--- config.mk ---
export PLATFORM = sky130hd
export DESIGN_NAME = a2_bridge_seq
export DESIGN_NICKNAME = d
export VERILOG_FILES = /design/src/rtl/a2_bridge_seq.sv
export SDC_FILE = /design/constraint.sdc
export NUM_CORES = 1
export LEC_CHECK = 0
export ABC_AREA = 1
export CORE_AREA = 5 5 148 150
export CTS_CLUSTER_SIZE = 24
export DETAILED_ROUTE_END_ITERATION = 10
export DIE_AREA = 0 0 153 155
export DONT_BUFFER_PORTS = 1
export PLACE_DENSITY = 0.4
export SLEW_MARGIN = 0
export SYNTH_ARGS = -nofsm -noshare
export SYNTH_HDL_FRONTEND = slang
export SYNTH_SLANG_ARGS = --single-unit
--- constraint.sdc ---
create_clock -name clk_logic_i -period 3.8 [get_ports clk_logic_i]
set_clock_uncertainty 0.2 [all_clocks]
set_input_delay 0.57 -clock clk_logic_i [delete_from_list [all_inputs] [get_ports clk_logic_i]]
set_output_delay 0.57 -clock clk_logic_i [all_outputs]
set_load 0.005 [all_outputs]
--- src/rtl/a2_bridge_seq.sv ---
// Sequencer for the 8-to-1 multiplexed Apple II slot bridge: arbitrates address/data/GPIO ops and
// drives sel/rd_n/wr_n/d_oe. Optional A2_BRIDGE_SEQ_STATS_EN adds saturating operation counters.
module a2_bridge_seq #(
    parameter int DATA_WIDTH    = 8,
    parameter int SEL_WIDTH     = 3,
    parameter int ADDR_BYTES    = 2,
    parameter int ADDR_SEL_BASE = 2,
    parameter int DATA_SEL      = 1,
    parameter int GPIO_SEL      = 0,
    parameter int AUX_SEL       = 4,
    parameter int CFG_SEL       = 5,
    parameter int SETUP_CYCLES  = 1,
    parameter int STROBE_CYCLES = 1
) (
    input  logic                    clk_logic_i,
    input  logic                    reset_i,
    input  logic                    req_rd_addr_i,
    input  logic                    req_rd_data_i,
    input  logic                    req_wr_data_i,
    input  logic [DATA_WIDTH-1:0]   wr_data_i,
    input  logic [DATA_WIDTH-1:0]   gpio_out_i,
    input  logic [DATA_WIDTH-1:0]   bridge_d_i,
    output logic [SEL_WIDTH-1:0]    bridge_sel_o,
    output logic                    bridge_rd_n_o,
    output logic                    bridge_wr_n_o,
    output logic [DATA_WIDTH-1:0]   bridge_d_o,
    output logic                    bridge_d_oe_o,
    output logic [8*ADDR_BYTES-1:0] addr_o,
    output logic                    rw_n_o,
    output logic [DATA_WIDTH-1:0]   aux_o,
    output logic                    addr_valid_o,
    output logic [DATA_WIDTH-1:0]   data_o,
    output logic                    data_valid_o,
    output logic [DATA_WIDTH-1:0]   gpio_in_o,
    output logic [DATA_WIDTH-1:0]   cfg_o,
    output logic                    busy_o,
    output logic                    overrun_o,
    output logic [15:0]             stat_rd_addr_o,
    output logic [15:0]             stat_rd_data_o,
    output logic [15:0]             stat_wr_data_o,
    output logic [15:0]             stat_overrun_o
);
    localparam int AW    = 8*ADDR_BYTES;
    localparam int LANES = ADDR_BYTES + 2;
    localparam logic [SEL_WIDTH-1:0] GPIO_S = SEL_WIDTH'(GPIO_SEL);
    localparam logic [SEL_WIDTH-1:0] DATA_S = SEL_WIDTH'(DATA_SEL);
    localparam logic [SEL_WIDTH-1:0] AUX_S  = SEL_WIDTH'(AUX_SEL);
    localparam logic [SEL_WIDTH-1:0] CFG_S  = SEL_WIDTH'(CFG_SEL);
    localparam logic [DATA_WIDTH-1:0] ONES  = {DATA_WIDTH{1'b1}};

    typedef enum logic [2:0] {ST_INIT, ST_IDLE, ST_RD_ADDR, ST_RD_DATA, ST_WR_DATA, ST_WR_GPIO} state_t;
    typedef enum logic [2:0] {PH_LOAD, PH_SETUP, PH_STROBE, PH_HOLD, PH_READ, PH_CAPT} phase_t;

    state_t state_q, state_d;
    phase_t ph_q, ph_d;
    logic [2:0]            cnt_q, cnt_d;
    logic [DATA_WIDTH-1:0] wdata_q, wdata_d, wr_data_q, wr_data_d, last_gpio_q, last_gpio_d;
    logic pend_ra_q, pend_ra_d, pend_rd_q, pend_rd_d, pend_wd_q, pend_wd_d, pend_gp_q, pend_gp_d;
    logic prev_idle_q, prev_idle_d, ovr_q, ovr_d, busy_q, busy_d;
    logic [SEL_WIDTH-1:0]  sel_q, sel_d;
    logic rd_n_q, rd_n_d, wr_n_q, wr_n_d, oe_q, oe_d;
    logic [DATA_WIDTH-1:0] d_o_q, d_o_d;
    logic [AW-1:0]         addr_sh_q, addr_sh_d, addr_q, addr_d;
    logic rw_sh_q, rw_sh_d, rw_n_q, rw_n_d, addr_valid_q, addr_valid_d, data_valid_q, data_valid_d;
    logic [DATA_WIDTH-1:0] aux_q, aux_d, data_q, data_d, gpio_in_q, gpio_in_d, cfg_q, cfg_d;
    logic disp_ra, disp_rd, disp_wd, disp_gp, gp_set, ovr_ev;

    // Bus outputs are computed from the current step and appear one cycle later, so a lane
    // driven by step k is sampled while the sequencer sits in step k+1.
    // Next-state, bus drive and capture logic.
    always_comb begin
        int k;
        k            = int'(cnt_q);
        state_d      = state_q;
        ph_d         = ph_q;
        cnt_d        = cnt_q;
        wdata_d      = wdata_q;
        last_gpio_d  = last_gpio_q;
        addr_sh_d    = addr_sh_q;
        rw_sh_d      = rw_sh_q;
        addr_d       = addr_q;
        rw_n_d       = rw_n_q;
        aux_d        = aux_q;
        addr_valid_d = 1'b0;
        data_d       = data_q;
        data_valid_d = 1'b0;
        cfg_d        = cfg_q;
        gpio_in_d    = gpio_in_q;
        disp_ra      = 1'b0;
        disp_rd      = 1'b0;
        disp_wd      = 1'b0;
        disp_gp      = 1'b0;
        sel_d        = GPIO_S;
        rd_n_d       = 1'b0;
        wr_n_d       = 1'b1;
        d_o_d        = d_o_q;
        oe_d         = 1'b0;

        if ((state_q == ST_INIT || state_q == ST_WR_DATA || state_q == ST_WR_GPIO) &&
            (ph_q == PH_SETUP || ph_q == PH_STROBE || ph_q == PH_HOLD)) begin
            sel_d  = (state_q == ST_WR_DATA) ? DATA_S : GPIO_S;
            rd_n_d = 1'b1;
            d_o_d  = wdata_q;
            case (ph_q)
                PH_SETUP: begin
                    oe_d = 1'b1;
                    if (cnt_q == 3'(SETUP_CYCLES - 1)) begin
                        ph_d  = PH_STROBE;
                        cnt_d = 3'd0;
                    end else begin
                        cnt_d = cnt_q + 3'd1;
                    end
                end
                PH_STROBE: begin
                    oe_d   = 1'b1;
                    wr_n_d = 1'b0;
                    if (cnt_q == 3'(STROBE_CYCLES - 1)) begin
                        ph_d  = PH_HOLD;
                        cnt_d = 3'd0;
                    end else begin
                        cnt_d = cnt_q + 3'd1;
                    end
                end
                default: begin
                    if (state_q == ST_WR_DATA) begin
                        state_d = ST_IDLE;
                    end else if (state_q == ST_WR_GPIO) begin
                        state_d     = ST_IDLE;
                        last_gpio_d = wdata_q;
                    end else begin
                        ph_d        = PH_READ;
                        last_gpio_d = wdata_q;
                    end
                end
            endcase
        end else begin
            case (state_q)
                ST_INIT: begin
                    case (ph_q)
                        PH_LOAD: begin
                            rd_n_d  = 1'b1;
                            wdata_d = gpio_out_i;
                            ph_d    = PH_SETUP;
                            cnt_d   = 3'd0;
                        end
                        PH_READ: begin
                            sel_d = CFG_S;
                            ph_d  = PH_CAPT;
                        end
                        PH_CAPT: begin
                            cfg_d   = bridge_d_i;
                            state_d = ST_IDLE;
                        end
                        default: begin
                            rd_n_d = 1'b1;
                            ph_d   = PH_LOAD;
                        end
                    endcase
                end
                ST_IDLE: begin
                    if (prev_idle_q) begin
                        gpio_in_d = bridge_d_i;
                    end else begin
                        gpio_in_d = gpio_in_q;
                    end
                    cnt_d = 3'd0;
                    ph_d  = PH_SETUP;
                    if (pend_wd_q) begin
                        state_d = ST_WR_DATA;
                        wdata_d = wr_data_q;
                        disp_wd = 1'b1;
                    end else if (pend_rd_q) begin
                        state_d = ST_RD_DATA;
                        disp_rd = 1'b1;
                    end else if (pend_ra_q) begin
                        state_d = ST_RD_ADDR;
                        disp_ra = 1'b1;
                    end else if (pend_gp_q) begin
                        state_d = ST_WR_GPIO;
                        wdata_d = gpio_out_i;
                        disp_gp = 1'b1;
                    end else begin
                        state_d = ST_IDLE;
                    end
                end
                ST_RD_ADDR: begin
                    if (k < ADDR_BYTES) begin
                        sel_d = SEL_WIDTH'(ADDR_SEL_BASE + k);
                    end else if (k == ADDR_BYTES) begin
                        sel_d = GPIO_S;
                    end else if (k == ADDR_BYTES + 1) begin
                        sel_d = AUX_S;
                    end else begin
                        sel_d = GPIO_S;
                    end
                    if (k >= 1 && k - 1 < ADDR_BYTES) begin
                        addr_sh_d[8*(k-1) +: 8] = bridge_d_i[7:0];
                    end else if (k - 1 == ADDR_BYTES) begin
                        rw_sh_d = bridge_d_i[0];
                    end else if (k == LANES) begin
                        addr_d       = addr_sh_q;
                        rw_n_d       = rw_sh_q;
                        aux_d        = bridge_d_i;
                        addr_valid_d = 1'b1;
                        state_d      = ST_IDLE;
                    end else begin
                        addr_sh_d = addr_sh_q;
                    end
                    cnt_d = cnt_q + 3'd1;
                end
                ST_RD_DATA: begin
                    if (cnt_q == 3'd0) begin
                        sel_d = DATA_S;
                        cnt_d = 3'd1;
                    end else begin
                        data_d       = bridge_d_i;
                        data_valid_d = 1'b1;
                        state_d      = ST_IDLE;
                    end
                end
                default: begin
                    state_d = ST_IDLE;
                end
            endcase
        end
        busy_d      = (state_d != ST_IDLE);
        prev_idle_d = (state_q == ST_IDLE);
    end

    // Request capture, pending flags and sticky overrun.
    always_comb begin
        ovr_ev    = (req_rd_addr_i & pend_ra_q) | (req_rd_data_i & pend_rd_q) | (req_wr_data_i & pend_wd_q);
        ovr_d     = ovr_q | ovr_ev;
        pend_ra_d = (pend_ra_q & ~disp_ra) | req_rd_addr_i;
        pend_rd_d = (pend_rd_q & ~disp_rd) | req_rd_data_i;
        pend_wd_d = (pend_wd_q & ~disp_wd) | req_wr_data_i;
        // An in-flight GPIO write must not re-arm itself before last_gpio catches up.
        gp_set    = (state_q != ST_INIT) && (state_q != ST_WR_GPIO) && !disp_gp &&
                    (gpio_out_i != last_gpio_q);
        pend_gp_d = (pend_gp_q & ~disp_gp) | gp_set;
        if (req_wr_data_i && !pend_wd_q) begin
            wr_data_d = wr_data_i;
        end else begin
            wr_data_d = wr_data_q;
        end
    end

    // State and output registers.
    always_ff @(posedge clk_logic_i or posedge reset_i) begin
        if (reset_i) begin
            state_q      <= ST_INIT;
            ph_q         <= PH_LOAD;
            cnt_q        <= 3'd0;
            wdata_q      <= '0;
            wr_data_q    <= '0;
            last_gpio_q  <= ONES;
            pend_ra_q    <= 1'b0;
            pend_rd_q    <= 1'b0;
            pend_wd_q    <= 1'b0;
            pend_gp_q    <= 1'b0;
            prev_idle_q  <= 1'b0;
            ovr_q        <= 1'b0;
            busy_q       <= 1'b1;
            sel_q        <= GPIO_S;
            rd_n_q       <= 1'b1;
            wr_n_q       <= 1'b1;
            oe_q         <= 1'b0;
            d_o_q        <= '0;
            addr_sh_q    <= '0;
            rw_sh_q      <= 1'b1;
            addr_q       <= '0;
            rw_n_q       <= 1'b1;
            aux_q        <= '0;
            addr_valid_q <= 1'b0;
            data_q       <= '0;
            data_valid_q <= 1'b0;
            gpio_in_q    <= ONES;
            cfg_q        <= ONES;
        end else begin
            state_q      <= state_d;
            ph_q         <= ph_d;
            cnt_q        <= cnt_d;
            wdata_q      <= wdata_d;
            wr_data_q    <= wr_data_d;
            last_gpio_q  <= last_gpio_d;
            pend_ra_q    <= pend_ra_d;
            pend_rd_q    <= pend_rd_d;
            pend_wd_q    <= pend_wd_d;
            pend_gp_q    <= pend_gp_d;
            prev_idle_q  <= prev_idle_d;
            ovr_q        <= ovr_d;
            busy_q       <= busy_d;
            sel_q        <= sel_d;
            rd_n_q       <= rd_n_d;
            wr_n_q       <= wr_n_d;
            oe_q         <= oe_d;
            d_o_q        <= d_o_d;
            addr_sh_q    <= addr_sh_d;
            rw_sh_q      <= rw_sh_d;
            addr_q       <= addr_d;
            rw_n_q       <= rw_n_d;
            aux_q        <= aux_d;
            addr_valid_q <= addr_valid_d;
            data_q       <= data_d;
            data_valid_q <= data_valid_d;
            gpio_in_q    <= gpio_in_d;
            cfg_q        <= cfg_d;
        end
    end

    assign bridge_sel_o  = sel_q;
    assign bridge_rd_n_o = rd_n_q;
    assign bridge_wr_n_o = wr_n_q;
    assign bridge_d_o    = d_o_q;
    assign bridge_d_oe_o = oe_q;
    assign addr_o        = addr_q;
    assign rw_n_o        = rw_n_q;
    assign aux_o         = aux_q;
    assign addr_valid_o  = addr_valid_q;
    assign data_o        = data_q;
    assign data_valid_o  = data_valid_q;
    assign gpio_in_o     = gpio_in_q;
    assign cfg_o         = cfg_q;
    assign busy_o        = busy_q;
    assign overrun_o     = ovr_q;

`ifdef A2_BRIDGE_SEQ_STATS_EN
    logic [15:0] st_ra_q, st_rd_q, st_wd_q, st_ov_q;

    function automatic logic [15:0] sat_inc(input logic [15:0] v, input logic en);
        if (en && v != 16'hFFFF) begin
            return v + 16'd1;
        end else begin
            return v;
        end
    endfunction

    // Saturating completion and overrun counters.
    always_ff @(posedge clk_logic_i or posedge reset_i) begin
        if (reset_i) begin
            st_ra_q <= 16'd0;
            st_rd_q <= 16'd0;
            st_wd_q <= 16'd0;
            st_ov_q <= 16'd0;
        end else begin
            st_ra_q <= sat_inc(st_ra_q, addr_valid_q);
            st_rd_q <= sat_inc(st_rd_q, data_valid_q);
            st_wd_q <= sat_inc(st_wd_q, (state_q == ST_WR_DATA) && (ph_q == PH_HOLD));
            st_ov_q <= sat_inc(st_ov_q, ovr_ev);
        end
    end

    assign stat_rd_addr_o = st_ra_q;
    assign stat_rd_data_o = st_rd_q;
    assign stat_wr_data_o = st_wd_q;
    assign stat_overrun_o = st_ov_q;
`else
    assign stat_rd_addr_o = 16'd0;
    assign stat_rd_data_o = 16'd0;
    assign stat_wr_data_o = 16'd0;
    assign stat_overrun_o = 16'd0;
`endif
endmodule

==> results of run 1 <==
==> cells in the final DEF, fill, tap and decap left out, types with 3 or more instances in the layout <==
cell / count
dfstp_2: 29
inv_6: 3
xnor2_1: 4
nand2_1: 193
inv_1: 49
nand3_2: 3
nand3_1: 21
clkbuf_16: 17
nor2_1: 34
dfrtp_1: 93
nand4_1: 3
nor3_1: 3
or2_2: 3
conb_1: 64
ha_1: 13
xor2_1: 3
o21ai_0: 81
a21oi_1: 20
clkinvlp_4: 6
o21ai_2: 3
inv_2: 4
==> report_power, final <==
| part | internal (mW) | leakage (nW) | switching, mW | total (mW) |
|---|---|---|---|---|
| combinational | 0.530 | 1.57 | 1.10 | 1.63 |
| sequential | 1.80 | 1.37 | 0.314 | 2.12 |
| clock | 1.00 | 0.278 | 0.616 | 1.62 |
==> worst max-delay path: stages (launching register included) <==
cell	delay (ns)
dfrtp_1	0.49
inv_1	0.21
ha_1	0.25
ha_1	0.36
nand2_1	0.07
inv_1	0.07
nand2_1	0.05
ha_1	0.28
nor2_1	0.10
nand3_1	0.08
nor3_1	0.18
nand2_1	0.29
nand2_1	0.15
o21ai_0	0.08
==> area by class of cell <==
class / instances / area (um^2) / area share
Clock buffer: 19 / 453 / 0.0700
Clock inverter: 13 / 143 / 0.0221
Inverter: 55 / 210 / 0.0325
Multi-Input combinational cell: 465 / 2180 / 0.338
Sequential cell: 122 / 3090 / 0.478
Tap cell: 275 / 344 / 0.0532
Timing Repair Buffer: 4 / 45.0 / 0.00696
==> layer usage <==
| layer | GRT usage | up-vias | wire (um) |
|---|---|---|---|
| met5 | 0 | - | 0 |
| met4 | 0.0501 | 0 | 319 |
| met3 | 0.0551 | 23 | 1240 |
| met2 | 0.198 | 125 | 6690 |
| met1 | 0.140 | 1982 | 6000 |
| li1 | - | 1978 | - |
==> logic make-up (layout without fill, tap and decap cells) <==
kind of cell	after synthesis	count (layout)	synth area share
buffers and inverters	134	91	0.135
AND/OR/NAND/NOR	267	267	0.190
multiplexers	2	2	0.00387
flip-flops	122	122	0.531
AO/OA/AOI/OAI	112	112	0.102
other	1	64	0.000644
XOR/XNOR	7	7	0.0105
adder cells (fa/ha/maj)	13	13	0.0279
==> cells in the mapped netlist <==
| library cell | count | area share |
|---|---|---|
| clkbuf_1 | 6 | 0.0039 |
| o21ai_0 | 81 | 0.070 |
| inv_1 | 50 | 0.032 |
| and2_1 | 1 | 0.0011 |
| buf_4 | 66 | 0.085 |
| nand3_2 | 3 | 0.0052 |
| nor3_1 | 3 | 0.0026 |
| a21oi_2 | 1 | 0.0015 |
| inv_2 | 4 | 0.0026 |
| o21ai_2 | 3 | 0.0045 |
| buf_2 | 3 | 0.0026 |
| dfstp_2 | 29 | 0.13 |
| buf_6 | 4 | 0.0077 |
| or2_2 | 3 | 0.0032 |
| a21oi_1 | 20 | 0.017 |
| nor3_4 | 2 | 0.0056 |
| o21ai_1 | 1 | 0.00086 |
| nand2_2 | 2 | 0.0021 |
| nand3_1 | 21 | 0.018 |
| o21a_1 | 1 | 0.0013 |
| nand2_1 | 193 | 0.12 |
| xor2_1 | 3 | 0.0045 |
| nor2_1 | 34 | 0.022 |
| nor2_2 | 2 | 0.0021 |
| ha_1 | 13 | 0.028 |
| o21bai_1 | 2 | 0.0026 |
| nand4_1 | 3 | 0.0032 |
| dfrtp_1 | 93 | 0.40 |
| mux2_2 | 2 | 0.0039 |
| a21boi_2 | 1 | 0.0019 |
| o211ai_1 | 2 | 0.0026 |
| clkinv_1 | 1 | 0.00064 |
| conb_1 | 1 | 0.00064 |
| xnor2_1 | 4 | 0.0060 |
==> registers in the layout, summed over array words and instances (netlist names), 3 cells and up <==
| signal | count |
|---|---|
| wdata_q | 8 |
| data_o | 8 |
| addr_o | 16 |
| gpio_in_o | 8 |
| cfg_o | 8 |
| bridge_sel_o | 3 |
| state_q | 3 |
| wr_data_q | 8 |
| cnt_q | 3 |
| aux_o | 8 |
| last_gpio_q | 8 |
| ph_q | 3 |
| addr_sh_q | 16 |
| bridge_d_o | 8 |
==> path summary, 6_finish.rpt <==
check / end / depth (start not counted) / start / slack [ns]
max in group asynchronous: cfg_o[4] / 3 / reset_i / 2.05
min: pend_ra_q / 2 / req_rd_addr_i / 0.04
max reg2reg: addr_sh_q[14] / 13 / cnt_q[0] / 0.80
min in group asynchronous: ph_q[2] / 2 / reset_i / 0.53
min reg2reg: rw_n_o / 2 / rw_sh_q / 0.26
max: addr_sh_q[14] / 13 / cnt_q[0] / 0.80
==> out/results.tsv, run 1 <==
stage	metric	value	unit
outcome	status	finished clean	
drt	via-per-instance ratio	4.31	
logic_synthesis	Mean Syn Cell Area	8.85	um^2
finish	diode count	0	
finish	area added between synthesis and finish	11.1	%
place	dpl cell area	0.00586	mm^2
floorplanning	Die Area	0.0237	mm^2
cts	cts hold-fix bufs	1	
logic_synthesis	Yosys reg bits	122	
power	Pleak	3.22	nW
global_route	largest net degree at the start of global routing	70	
cts	Setup Fix Bufs, Post-CTS	0	
logic_synthesis	Ys Warns	0	
floorplanning	core outline area	0.0206	mm^2
cts	htree depth	4	
drt	WL/cell	15.0	um
drt	Antenna Nets Post-Route	0	
power	Pwr Total	5.37	mW
floorplanning	Die Span X	153	um
place	Final Wtd Congestion	0.826	
timing	max_slew headroom	0.530	
logic_synthesis	Mapped Cells	658	
finish	Final Cell Area	0.00647	mm^2
cts	cts bufs inserted	17	
floorplanning	Core Rows	53	
timing	Fmax	0.333	GHz
cts	Longest Clk Path Bufs	2	
floorplanning	initial core utilization	0.283	
cts	Worst-Skew Late Latency	0.42	ns
timing	Tmin final	3.00	ns
critical_path	CP Max Fanout	16	
drt	WL final	14.3	mm
cts	root buffer cell	clkbuf_16	
timing	Hold Violations, Final	0	
timing	final setup TNS	0	ns
global_route	vias in the first global route	4197	
cts	TritonCTS clock tree	built	
timing	Setup violations, final	0	
timing	slew of the pin with the lowest slew margin	0.703	ns
finish	Fillers	2207	
finish	Post-Layout Cell Count	953	
logic_synthesis	Seq/Total Area, Yosys	0.531	
floorplanning	Die Ht	155	um
logic_synthesis	Cell Area, Synth	0.00582	mm^2
place	DP HPWL	10.3	mm
global_route	GRT Overall Usage	0.122	
timing	final worst slack	0.797	ns
critical_path	CP endpoint kind	flop	
critical_path	Critical Path RT	3.88	ns
power	PD cells	830	mW/mm^2
critical_path	crit path DAT	3.08	ns
cts	number of gates resized after cts	0	
power	maximum VDD drop	0.292	mV
drt	DR vias	4108	
drt	Iter 0 DRT Violations	280	
timing	crit share post-route	0.790	
timing	Hold WS	0.0424	ns
floorplanning	io pins	160	
timing	RSZ-0062 raised after global routing	false	
cts	Clock Sinks	122	
logic_synthesis	library cells used by synthesis	34	
global_route	remaining global-route overflow	0	
finish	fin util	0.315	
run	max-cap viol count	0	
critical_path	crit path launch type	flop	
place	port buffer count	0	
hold_path	HP Class	input pin to flop	
critical_path	WS Path Type	flop to flop	
global_route	first-pass GRT wire length	22.7	mm
global_route	initial antenna violation count	0	
finish	fin nets	707	
place	placed cells	920	
finish	layout cells sized above 1	0.130	
timing	Slew Limit Fails	0	
drt	DRC	0	
drt	Pre-antenna DRT Iters	4	
place	pre-CTS setup slack	0.765	ns
cts	CTS clk-pin slew, worst paths	0.06	ns
(Power assumes the default switching activity.)
==> run 2, diff against run 1 <==
==> constraint.sdc (replaced) <==
create_clock -name clk_logic_i -period 2.7 [get_ports clk_logic_i]
set_clock_uncertainty 0.2 [all_clocks]
set_input_delay 0.405 -clock clk_logic_i [delete_from_list [all_inputs] [get_ports clk_logic_i]]
set_output_delay 0.405 -clock clk_logic_i [all_outputs]
set_load 0.005 [all_outputs]
==> out/results.tsv, run 2 (synthesis results as in run 1) <==
stage	metric	value	unit
timing	slew of the pin with the lowest slew margin	0.666	ns
run	max-cap viol count	0	
timing	Setup violations, final	0	
cts	root buffer cell	clkbuf_16	
place	Final Wtd Congestion	0.804	
cts	Clock Sinks	122	
drt	via-per-instance ratio	4.28	
finish	commonest non-fill, non-tap cell in the layout	nand2_1	
cts	cts bufs inserted	17	
finish	fin nets	727	
timing	Hold WS	0.0723	ns
finish	diode count	0	
drt	WL/cell	14.7	um
place	port buffer count	0	
timing	max_slew headroom	0.556	
global_route	GRT Overall Usage	0.121	
floorplanning	core outline area	0.0206	mm^2
drt	WL final	14.3	mm
global_route	remaining global-route overflow	0	
drt	DR vias	4168	
power	Pleak	3.32	nW
floorplanning	io pins	160	
global_route	vias in the first global route	4154	
drt	DRC	0	
outcome	status	finished clean	
timing	RSZ-0062 raised after global routing	false	
timing	Slew Limit Fails	0	
floorplanning	Core Rows	53	
finish	layout cells sized above 1	0.149	
global_route	first-pass GRT wire length	22.5	mm
cts	Worst-Skew Late Latency	0.41	ns
cts	htree depth	4	
finish	commonest non-fill, non-tap cells in the layout	nand2_1 (192), dfrtp_1 (93), o21ai_0 (81)	
critical_path	CP endpoint kind	flop	
finish	fin util	0.326	
drt	Antenna Nets Post-Route	0	
floorplanning	Die Ht	155	um
power	maximum VDD drop	0.470	mV
critical_path	crit path launch type	flop	
cts	TritonCTS clock tree	built	
floorplanning	Die Span X	153	um
cts	CTS clk-pin slew, worst paths	0.06	ns
power	PD cells	1150	mW/mm^2
hold_path	HP Class	input pin to flop	
finish	area added between synthesis and finish	15.0	%
cts	Longest Clk Path Bufs	2	
critical_path	WS Path Type	flop to flop	
floorplanning	Die Area	0.0237	mm^2
critical_path	CP Max Fanout	8	
drt	Iter 0 DRT Violations	341	
critical_path	Critical Path RT	2.78	ns
global_route	initial antenna violation count	0	
timing	crit share post-route	0.939	
global_route	largest net degree at the start of global routing	112	
timing	final setup TNS	0	ns
timing	Tmin final	2.54	ns
place	DP HPWL	10.1	mm
power	Pwr Total	7.71	mW
floorplanning	initial core utilization	0.283	
finish	Fillers	2167	
timing	Fmax	0.394	GHz
drt	Pre-antenna DRT Iters	5	
critical_path	r2r setup slk	0.16	ns
timing	Hold Violations, Final	0	
critical_path	crit path DAT	2.62	ns
-- run 2: cell types whose count changed in the layout (fill, tap and decap cells not counted), sizes merged --
| cell | before | now |
|---|---|---|
| inv | 56 | 53 |
| clkinvlp | 6 | 7 |
| nand2 | 195 | 196 |
| buf | 3 | 10 |
| clkinv | 4 | 6 |
| nand3 | 24 | 25 |
| dlygate4sd3 | 1 | 12 |
-- run 2: final timing paths --
| path | startpoint | depth (start not counted) | endpoint |
|---|---|---|---|
| worst max-delay path | cnt_q[1] | 13 | addr_sh_q[11] |
| worst min-delay path | gpio_out_i[0] | 4 | wdata_q[0] |
| worst max register to register | cnt_q[1] | 13 | addr_sh_q[11] |
| worst min register to register | rw_sh_q | 2 | rw_n_o |
| max in group asynchronous | reset_i | 3 | addr_sh_q[14] |
| min in group asynchronous | reset_i | 2 | pend_gp_q |
-- run 2: critical path: stages (launching register included) --
cell	delay, ns
dfrtp_1	0.37
inv_1	0.06
ha_1	0.21
ha_4	0.31
nand2_1	0.05
inv_1	0.06
nand3_1	0.07
ha_1	0.29
nor2_1	0.10
nand2_1	0.09
nor3_4	0.27
nand2_2	0.15
nand2_1	0.08
o21ai_0	0.08
-- run 2: layout make-up --
| class | instances | area [um^2] | share of cell area |
|---|---|---|---|
| multi-input combinational | 467 | 2270 | 0.339 |
| inverter | 55 | 214 | 0.0320 |
| sequential | 122 | 3090 | 0.461 |
| clock buffer | 19 | 443 | 0.0662 |
| clock inverter | 13 | 128 | 0.0191 |
| tap | 275 | 344 | 0.0514 |
| timing repair buffer | 22 | 208 | 0.0310 |
-- run 2: per-layer routing --
metal	vias to the layer above	routed length (um)	track usage
li1	2018	-	-
met5	-	0	0
met2	141	6600	0.188
met3	19	1360	0.0579
met1	1990	6070	0.147
met4	0	248	0.0429
-- run 2: power by group --
| part | leakage (nW) | internal [mW] | switching, mW |
|---|---|---|---|
| sequential | 1.37 | 2.54 | 0.427 |
| clock | 0.270 | 1.37 | 0.833 |
| combinational | 1.68 | 0.891 | 1.65 |
-- run 2: stage by stage --
stage               setup WS (ns)  cell area, um^2  cells
finish                      0.164             6690    973
global route              0.00229             6690    973
CTS                        0.0379             6590    969
detailed placement        -0.0272             5900    925
global placement           0.0833             5900    925
floorplan                  0.0498             6060    721
-- run 2: what timing repair did --
| item | in CTS | in global routing |
|---|---|---|
| hold endpoints to repair | 23 | 0 |
| cloned | 0 | 2 |
| hold buffers | 12 | 0 |
| buffers inserted | 0 | 2 |
| endpoints found under the setup margin | 3 | 25 |
| pin swaps | 0 | 2 |
| gates resized for setup | 1 | 13 |
